[src/rtl/tx_port_pkg.sv]
// Shared definitions for the TX port transaction parser: FSM states and FIFO framing constants.
`timescale 1ns/1ps
package tx_port_pkg;

    typedef enum logic [2:0] {
        S_IDLE  = 3'd0,
        S_OFF   = 3'd1,
        S_HDR   = 3'd2,
        S_DATA  = 3'd3,
        S_END2  = 3'd4,
        S_DRAIN = 3'd5,
        S_DONE  = 3'd6
    } state_t;

    localparam int C_PORT_DATA_WIDTH = 32;
    localparam int C_MARKER_BIT      = C_PORT_DATA_WIDTH;

    // End-of-transaction marker word as it appears in the FIFO.
    localparam logic [C_PORT_DATA_WIDTH:0] C_END_MARKER = {1'b1, 32'h0};

endpackage

[src/rtl/tx_port_txn_out_reg_32.sv]
// One-entry output register for the data stream; a load and a take may coincide,
// which keeps the register full with the new word and sustains one word per cycle.
`timescale 1ns/1ps
module tx_port_txn_out_reg_32
    import tx_port_pkg::*;
(
    input  logic                         CLK,
    input  logic                         RST_N,
    input  logic                         i_load,
    input  logic [C_PORT_DATA_WIDTH-1:0] i_data,
    input  logic                         i_take,
    output logic [C_PORT_DATA_WIDTH-1:0] o_data,
    output logic                         o_valid,
    output logic                         o_free
);

    logic [C_PORT_DATA_WIDTH-1:0] r_data;
    logic                         r_valid;

    always_ff @(posedge CLK or negedge RST_N) begin
        if (!RST_N) begin
            r_data  <= '0;
            r_valid <= 1'b0;
        end else if (i_load) begin
            r_data  <= i_data;
            r_valid <= 1'b1;
        end else if (i_take) begin
            r_valid <= 1'b0;
        end
    end

    // A take of an empty register is meaningless, so it does not free anything extra.
    assign o_free  = !r_valid || i_take;
    assign o_data  = r_data;
    assign o_valid = r_valid;

endmodule

[src/rtl/tx_port_txn_parser_32.sv]
// Parses the framed TX FIFO stream (length, offset/last, data, two end markers) into
// a header handshake, a data stream and a completion report.
`timescale 1ns/1ps
module tx_port_txn_parser_32
    import tx_port_pkg::*;
#(
    parameter int C_DATA_WIDTH      = 32,
    parameter int C_FIFO_DATA_WIDTH = C_DATA_WIDTH + 1
) (
    input  logic                         CLK,
    input  logic                         RST_N,
    input  logic [C_FIFO_DATA_WIDTH-1:0] RD_DATA,
    input  logic                         RD_EMPTY,
    output logic                         RD_EN,
    output logic                         TXN,
    input  logic                         TXN_ACK,
    output logic [C_DATA_WIDTH-1:0]      TXN_LEN,
    output logic [C_DATA_WIDTH-2:0]      TXN_OFF,
    output logic                         TXN_LAST,
    output logic [C_DATA_WIDTH-1:0]      DATA,
    output logic                         DATA_VALID,
    input  logic                         DATA_REN,
    output logic                         DONE,
    input  logic                         DONE_ACK,
    output logic [C_DATA_WIDTH-1:0]      DONE_LEN,
    output logic                         DONE_OVF,
    output logic                         ERR
);

    state_t                  r_state;
    state_t                  w_state_next;
    logic [C_DATA_WIDTH-1:0] r_len;
    logic [C_DATA_WIDTH-1:0] r_count;
    logic [C_DATA_WIDTH-2:0] r_off;
    logic                    r_last;
    logic                    r_ovf;
    logic                    r_err;
    logic                    w_pop;
    logic                    w_load;
    logic                    w_err;
    logic                    w_marker;
    logic                    w_reg_free;
    logic                    w_under_len;

    assign w_marker    = RD_DATA[C_MARKER_BIT];
    assign w_under_len = (r_count < r_len);

    always_comb begin
        w_state_next = r_state;
        w_pop        = 1'b0;
        w_load       = 1'b0;
        w_err        = 1'b0;
        case (r_state)
            S_IDLE: if (!RD_EMPTY) begin
                w_pop = 1'b1;
                if (w_marker) w_state_next = S_OFF;
                else          w_err        = 1'b1;
            end
            S_OFF: if (!RD_EMPTY) begin
                w_pop        = 1'b1;
                w_state_next = S_HDR;
            end
            S_HDR: if (TXN_ACK) w_state_next = S_DATA;
            // End markers bypass the output register; data words wait for room.
            S_DATA: if (!RD_EMPTY) begin
                if (w_marker) begin
                    w_pop        = 1'b1;
                    w_state_next = S_END2;
                end else if (w_reg_free) begin
                    w_pop  = 1'b1;
                    w_load = w_under_len;
                end
            end
            S_END2: if (!RD_EMPTY) begin
                w_pop = 1'b1;
                if (w_marker) w_state_next = S_DRAIN;
                else          w_err        = 1'b1;
            end
            S_DRAIN: if (!DATA_VALID) w_state_next = S_DONE;
            S_DONE:  if (DONE_ACK)    w_state_next = S_IDLE;
            default: w_state_next = S_IDLE;
        endcase
    end

    always_ff @(posedge CLK or negedge RST_N) begin
        if (!RST_N) begin
            r_state <= S_IDLE;
            r_len   <= '0;
            r_count <= '0;
            r_off   <= '0;
            r_last  <= 1'b0;
            r_ovf   <= 1'b0;
            r_err   <= 1'b0;
        end else begin
            r_state <= w_state_next;
            r_err   <= w_err;
            if (r_state == S_IDLE && w_pop && w_marker) begin
                r_len   <= RD_DATA[C_DATA_WIDTH-1:0];
                r_count <= '0;
                r_ovf   <= 1'b0;
            end
            // The marker bit of the offset word carries no meaning.
            if (r_state == S_OFF && w_pop) begin
                r_off  <= RD_DATA[C_DATA_WIDTH-1:1];
                r_last <= RD_DATA[0];
            end
            if (w_load) r_count <= r_count + 1'b1;
            if (r_state == S_DATA && w_pop && !w_marker && !w_under_len) r_ovf <= 1'b1;
        end
    end

    tx_port_txn_out_reg_32 u_out_reg (
        .CLK     (CLK),
        .RST_N   (RST_N),
        .i_load  (w_load),
        .i_data  (RD_DATA[C_DATA_WIDTH-1:0]),
        .i_take  (DATA_REN),
        .o_data  (DATA),
        .o_valid (DATA_VALID),
        .o_free  (w_reg_free)
    );

    // Reset holds the FSM in IDLE, which would otherwise pop; gate the pop explicitly.
    assign RD_EN    = w_pop && RST_N;
    assign TXN      = (r_state == S_HDR);
    assign DONE     = (r_state == S_DONE);
    assign TXN_LEN  = r_len;
    assign TXN_OFF  = r_off;
    assign TXN_LAST = r_last;
    assign DONE_LEN = r_count;
    assign DONE_OVF = r_ovf;
    assign ERR      = r_err;

endmodule
[config.mk]
export PLATFORM = sky130hd
export DESIGN_NAME = tx_port_txn_parser_32
export DESIGN_NICKNAME = d
export VERILOG_FILES = /design/src/rtl/tx_port_pkg.sv /design/src/rtl/tx_port_txn_out_reg_32.sv /design/src/rtl/tx_port_txn_parser_32.sv
export SDC_FILE = /design/constraint.sdc
export NUM_CORES = 1
export LEC_CHECK = 0
export ABC_AREA = 1
export BUFFER_PORTS_ARGS = -buffer_cell sky130_fd_sc_hd__clkbuf_2
export CAP_MARGIN = 15
export CORE_MARGIN = 5
export CORE_UTILIZATION = 39
export CTS_BUF_LIST = sky130_fd_sc_hd__clkbuf_4 sky130_fd_sc_hd__clkbuf_8
export CTS_CLUSTER_SIZE = 8
export DETAILED_ROUTE_END_ITERATION = 16
export GPL_ROUTABILITY_DRIVEN = 0
export PLACE_DENSITY = 0.68
export SLEW_MARGIN = 20
export SYNTH_ARGS = -nofsm -noshare
export SYNTH_HDL_FRONTEND = slang
export SYNTH_SLANG_ARGS = --single-unit
[constraint.sdc]
create_clock -name CLK -period 6.2 [get_ports CLK]
set_clock_uncertainty 0.15 [all_clocks]
set_input_delay 1.24 -clock CLK [delete_from_list [all_inputs] [get_ports CLK]]
set_output_delay 1.24 -clock CLK [all_outputs]
set_load 0.01 [all_outputs]
## After elaboration in Yosys (flattened, before gate mapping)

Index checks and enable logic that the tools add are counted.

| word-level totals | value |
|---|---|
| output and inout port bits | 134 |
| word-level logic and storage cells | 74 |
| register bits | 134 |

| operators by class | value |
|---|---|
| add/sub/neg operators | 1 |
| equality and inequality tests | 16 |
| order comparisons | 1 |
| reductions and logical operators | 18 |
| muxes and demuxes | 29 |

Operator list:

| operator | count |
|---|---|
| $mux W32 | 2 |
| $add A32 B1 Y32 const B | 1 |
| $lt A32 B32 Y1 | 1 |
| $mux W3 | 10 |
| $pmux W3 S7 | 1 |
| $ne A2 B2 Y1 const B | 8 |
| $mux W1 | 15 |
| $reduce_and A10 Y1 | 1 |
| $eq A3 B3 Y1 const B | 3 |
| $logic_and A1 B1 Y1 | 7 |
| $eq A3 B2 Y1 const B | 2 |
| $reduce_bool A2 Y1 | 3 |
| $ne A2 B1 Y1 const B | 2 |
| $eq A3 B1 Y1 const B | 1 |
| $logic_not A1 Y1 | 3 |
| $logic_not A3 Y1 | 1 |
| $reduce_or A3 Y1 | 1 |
| $pmux W1 S2 | 1 |
| $reduce_or A2 Y1 | 1 |
| $logic_or A1 B1 Y1 | 1 |

## Longest topological paths before layout

| depth | value |
|---|---|
| depth after elaboration | 10 |
| depth in mapped cells | 16 |
| mapped depth without buffers | 14 |

## Modules after synthesis

From an unflattened synthesis, not the netlist that was laid out.

| second synthesis, totals | value |
|---|---|
| cell total of the unflattened synthesis | 828 |
| area, all modules | 7,173.1 µm² |

Modules (own cells, without submodules):

| module | times used | cells an instance | area an instance (µm²) |
|---|---|---|---|
| tx_port_txn_parser_32 | 1 | 688 | 5,846.9 |
| tx_port_txn_out_reg_32 | 1 | 140 | 1,326.3 |

## Worst setup path after synthesis

Ideal clock, no wire load.

| path | value |
|---|---|
| path kind | input-to-output |
| from | in RD_EMPTY |
| to | out RD_EN |
| cell stages on the path | 3 |
| path buffers | 0 |
| data arrival time | 1,729 ps |
| setup slack | 3,081 ps |
| required time | 4,810 ps |
| path through | inv_1 > nand3_1 > a211oi_1 |

| between the ends | value |
|---|---|
| longest elaborated chain between the ends | 3 |
| elaborated cells on any way between the ends | 4 |
| classes of those cells | mux (3); reduce/logical (1) |

RTL lines:

| item | line | source |
|---|---|---|
| start, declared | tx_port_txn_parser_32.sv:13 | `input logic RD_EMPTY,` |
| $mux W1, on equally long branches | - |  |
| $pmux W1 S2 * | tx_port_txn_parser_32.sv:53 | `case (r_state)` |
| $logic_and A1 B1 Y1 * | tx_port_txn_parser_32.sv:124 | `assign RD_EN = w_pop && RST_N;` |
| end, declared | tx_port_txn_parser_32.sv:14 | `output logic RD_EN,` |

Every way passes the cells marked *; elsewhere a longest branch is shown, timed or not.

## Worst setup path after layout

| path | value |
|---|---|
| from | in RST_N |
| to | out RD_EN |

| between the ends | value |
|---|---|
| longest elaborated chain between the ends | 1 |

RTL lines:

| item | line | source |
|---|---|---|
| start, declared | tx_port_txn_parser_32.sv:11 | `input logic RST_N,` |
| $logic_and A1 B1 Y1 | tx_port_txn_parser_32.sv:124 |  |

No other way between the ends.

==> reports/metrics.yaml <==
clock_path_buffers: 2
cts_repair_resize_count: 0
finalCoreUtilization: 0.485
drv.max_cap_violation_count: 0
report.final.hold_viol_count: 0
hold-path-endpoint: "TXN_OFF[11]"
cts_tree: "built"
cts_htree_levels: 4
cp_max_fo: 84
globalRouteOverflowTotal: 0
worstSetupEndpointType: "output pin"
io_pins: 173
regToRegSetupSlack_ns: 2.87
crit_type: "in -> out"
synth_enable_flop_cells: 0
rsz0062_at_grt: "no"
static-leakage-power_uw: 0.00459
die_area_um2: 20500
relSlewSlack: 0.320
finalSetupTns_ns: 0
nNetsFinal: 1105
post_cts.repair.setup_buffers: 0
min-delay-path-class: "reg -> reg"
syn-num-nets: 942
insertion_delay_ns: 0.45
path_clk_slew_ns: 0.07
antenna_found_initial: 0
die-width_um: 143
vias: 6151
flow.area_growth_from_synthesis_pct: 21.9
fmaxAchievable_ghz: 0.267
outcome: "finished clean"
drt_wl_total_um: 18300
slew_violations: 0
crit-reg2reg-launch: "DONE_LEN[5]"
ys.warnings.count: 0
power.ir.vdd_worst_v: 0.000229
finalWorstPathRequiredPeriod_ns: 3.75
hold_buf_count_cts: 0
yosys_register_bits: 134
remaining_drc_errors: 0
fp.dieH_um: 143
worstPathCellList: "buf_6 -> inv_1 -> a211oi_1 -> clkbuf_2"
async_flop_share: 1.00
numClockSinks: 134
antenna_violating_nets_post_route: 0
required_ns: 4.81
synthesis.instances: 871
detail_route.first_pass.iterations: 4
floorplan.rows: 48
post_route_cells_drive_above_1_share: 0.209
syn-cell-area_um2: 6900
detailedPlacementHpwl_um: 13500
crit_path_start_kind: "input pin"
first_global_vias: 5981
timing.final.setup_violations: 0
gr-usage-all-layers: 0.186
numPortBuffers: 172
initial_core_util: 0.398
cp_data_arrival_time_ns: 2.36
wire_per_inst_um: 14.4
fin_total_pwr_uw: 3340
yosysSeqAreaShare: 0.486
grt_pass1_wl_um: 30400
timing.critical_path.slowest_stage_cell: "buf_6"
grt_max_degree: 98
hold_depth: 2
power_density_nw_per_um2: 397
r2r-end: "u_out_reg.o_data[13]"
rr_worst_depth: 11
ys_dominant_reg_cell: "dfrtp_1"
timing.final.crit_share: 0.605
drt-initial-drc-count: 336
core_region_area_um2: 17400
cts_buffers: 17
n_antenna_cell: 0
root_buffer: "clkbuf_8"
post_synth.cell_area_avg_um2: 7.92
worst_slew_pin_slew_ns: 1.02
hold_path.startpoint: "TXN_OFF[11]"
critical-path-max-stage-delay_ns: 0.55
post_synth_num_cell_types: 27
post_drt_via_cell_ratio: 4.84
==> power by group <==
| group | internal, uW | switching, uW | leakage, uW |
|---|---|---|---|
| clock network | 424 | 364 | 0.000207 |
| registers | 1200 | 191 | 0.00171 |
| logic | 438 | 725 | 0.00267 |
| total | 2060 | 1280 | 0.00459 |
==> worst max path at each step <==
stage | from | to | slack [ns] | cells past startpoint
after floorplan | RD_EMPTY | RD_EN | 3.08 | 3
after global placement | RST_N | RD_EN | 2.40 | 4
after detailed placement | RD_EMPTY | DONE_LEN[2] | 2.37 | 8
after CTS | RST_N | RD_EN | 2.41 | 4
after global routing | RST_N | RD_EN | 2.23 | 4
final | RST_N | RD_EN | 2.45 | 4
==> cell type report <==
class | count | area [um^2]
clock buffers | 19 | 262
clock inverters | 13 | 171
fillers | 1717 | 8940
inverters | 125 | 469
multi-input cells | 578 | 2960
flip-flops and latches | 134 | 3350
well taps | 225 | 282
repair buffers | 178 | 912
==> placed cells by master (no fill, tap or decap), drive strengths merged <==
cell      instances
xor2             15
clkbuf          190
o21a              1
o2111ai           1
clkinv            4
nor2             48
xnor2             4
nor4              1
nor3             23
nand3            51
o21bai            1
o21ai           105
buf               7
ha               32
o211ai            1
inv             127
a211oi            1
bufinv            3
a21o              1
clkinvlp          4
a21oi            19
nand2           236
dfrtp           134
nand4            38
==> sequential cells by signal (all words and copies together) (netlist names) <==
signal and count:
DONE_LEN 32, TXN_LEN 32, u_out_reg.o_valid 1, u_out_reg.o_data 32, TXN_OFF 31, ERR 1
TXN_LAST 1, r_state 3, DONE_OVF 1
==> Yosys cell counts (all sizes together), types with 15 or more instances <==
library cell  instances  area, um^2
inv                 124         465
nand4                38         238
xor2                 15         131
dfrtp               134        3350
a21oi                19        95.1
nand2               236         886
nor3                 23         115
nor2                 48         190
clkbuf               30         113
ha                   32         400
o21ai               105         526
nand3                51         260
==> worst max-delay path, delay by kind of cell <==
kind / cells / cell delay (ns)
compound gates: 1 / 0.25
buf+inv: 3 / 0.82
==> logic make-up (layout without fill, tap and decap cells) <==
kind of cell	Yosys count	after routing	share of synthesized area
simple gates	397	397	0.248
buf+inv	159	335	0.0876
flops	134	134	0.486
compound gates	130	130	0.0966
fa+ha+maj	32	32	0.0580
xor+xnor	19	19	0.0241
==> metrics by stage <==
| step | std cells | instance area [um^2] | hold slack (ns) | worst slack, ns |
|---|---|---|---|---|
| final | 1272 | 8410 | 0.337 | 2.45 |
| after global routing | 1272 | 8410 | 0.357 | 2.23 |
| after CTS | 1272 | 8410 | 0.341 | 2.41 |
| after global placement | 1240 | 7980 | 0.314 | 2.40 |
| after detailed placement | 1240 | 7980 | 0.323 | 2.37 |
| after floorplan | 871 | 6900 | 0.365 | 3.08 |
==> routing by layer <==
layer  part of all wire  global-route usage  vias to the layer above
met5                  0                   0                        -
met4              0.024              0.0680                        0
met2               0.47               0.306                      156
met1               0.44               0.237                     2827
met3              0.063              0.0476                       34
li1                   -                   -                     3134
No activity file was read; power rests on OpenSTA's default activity.
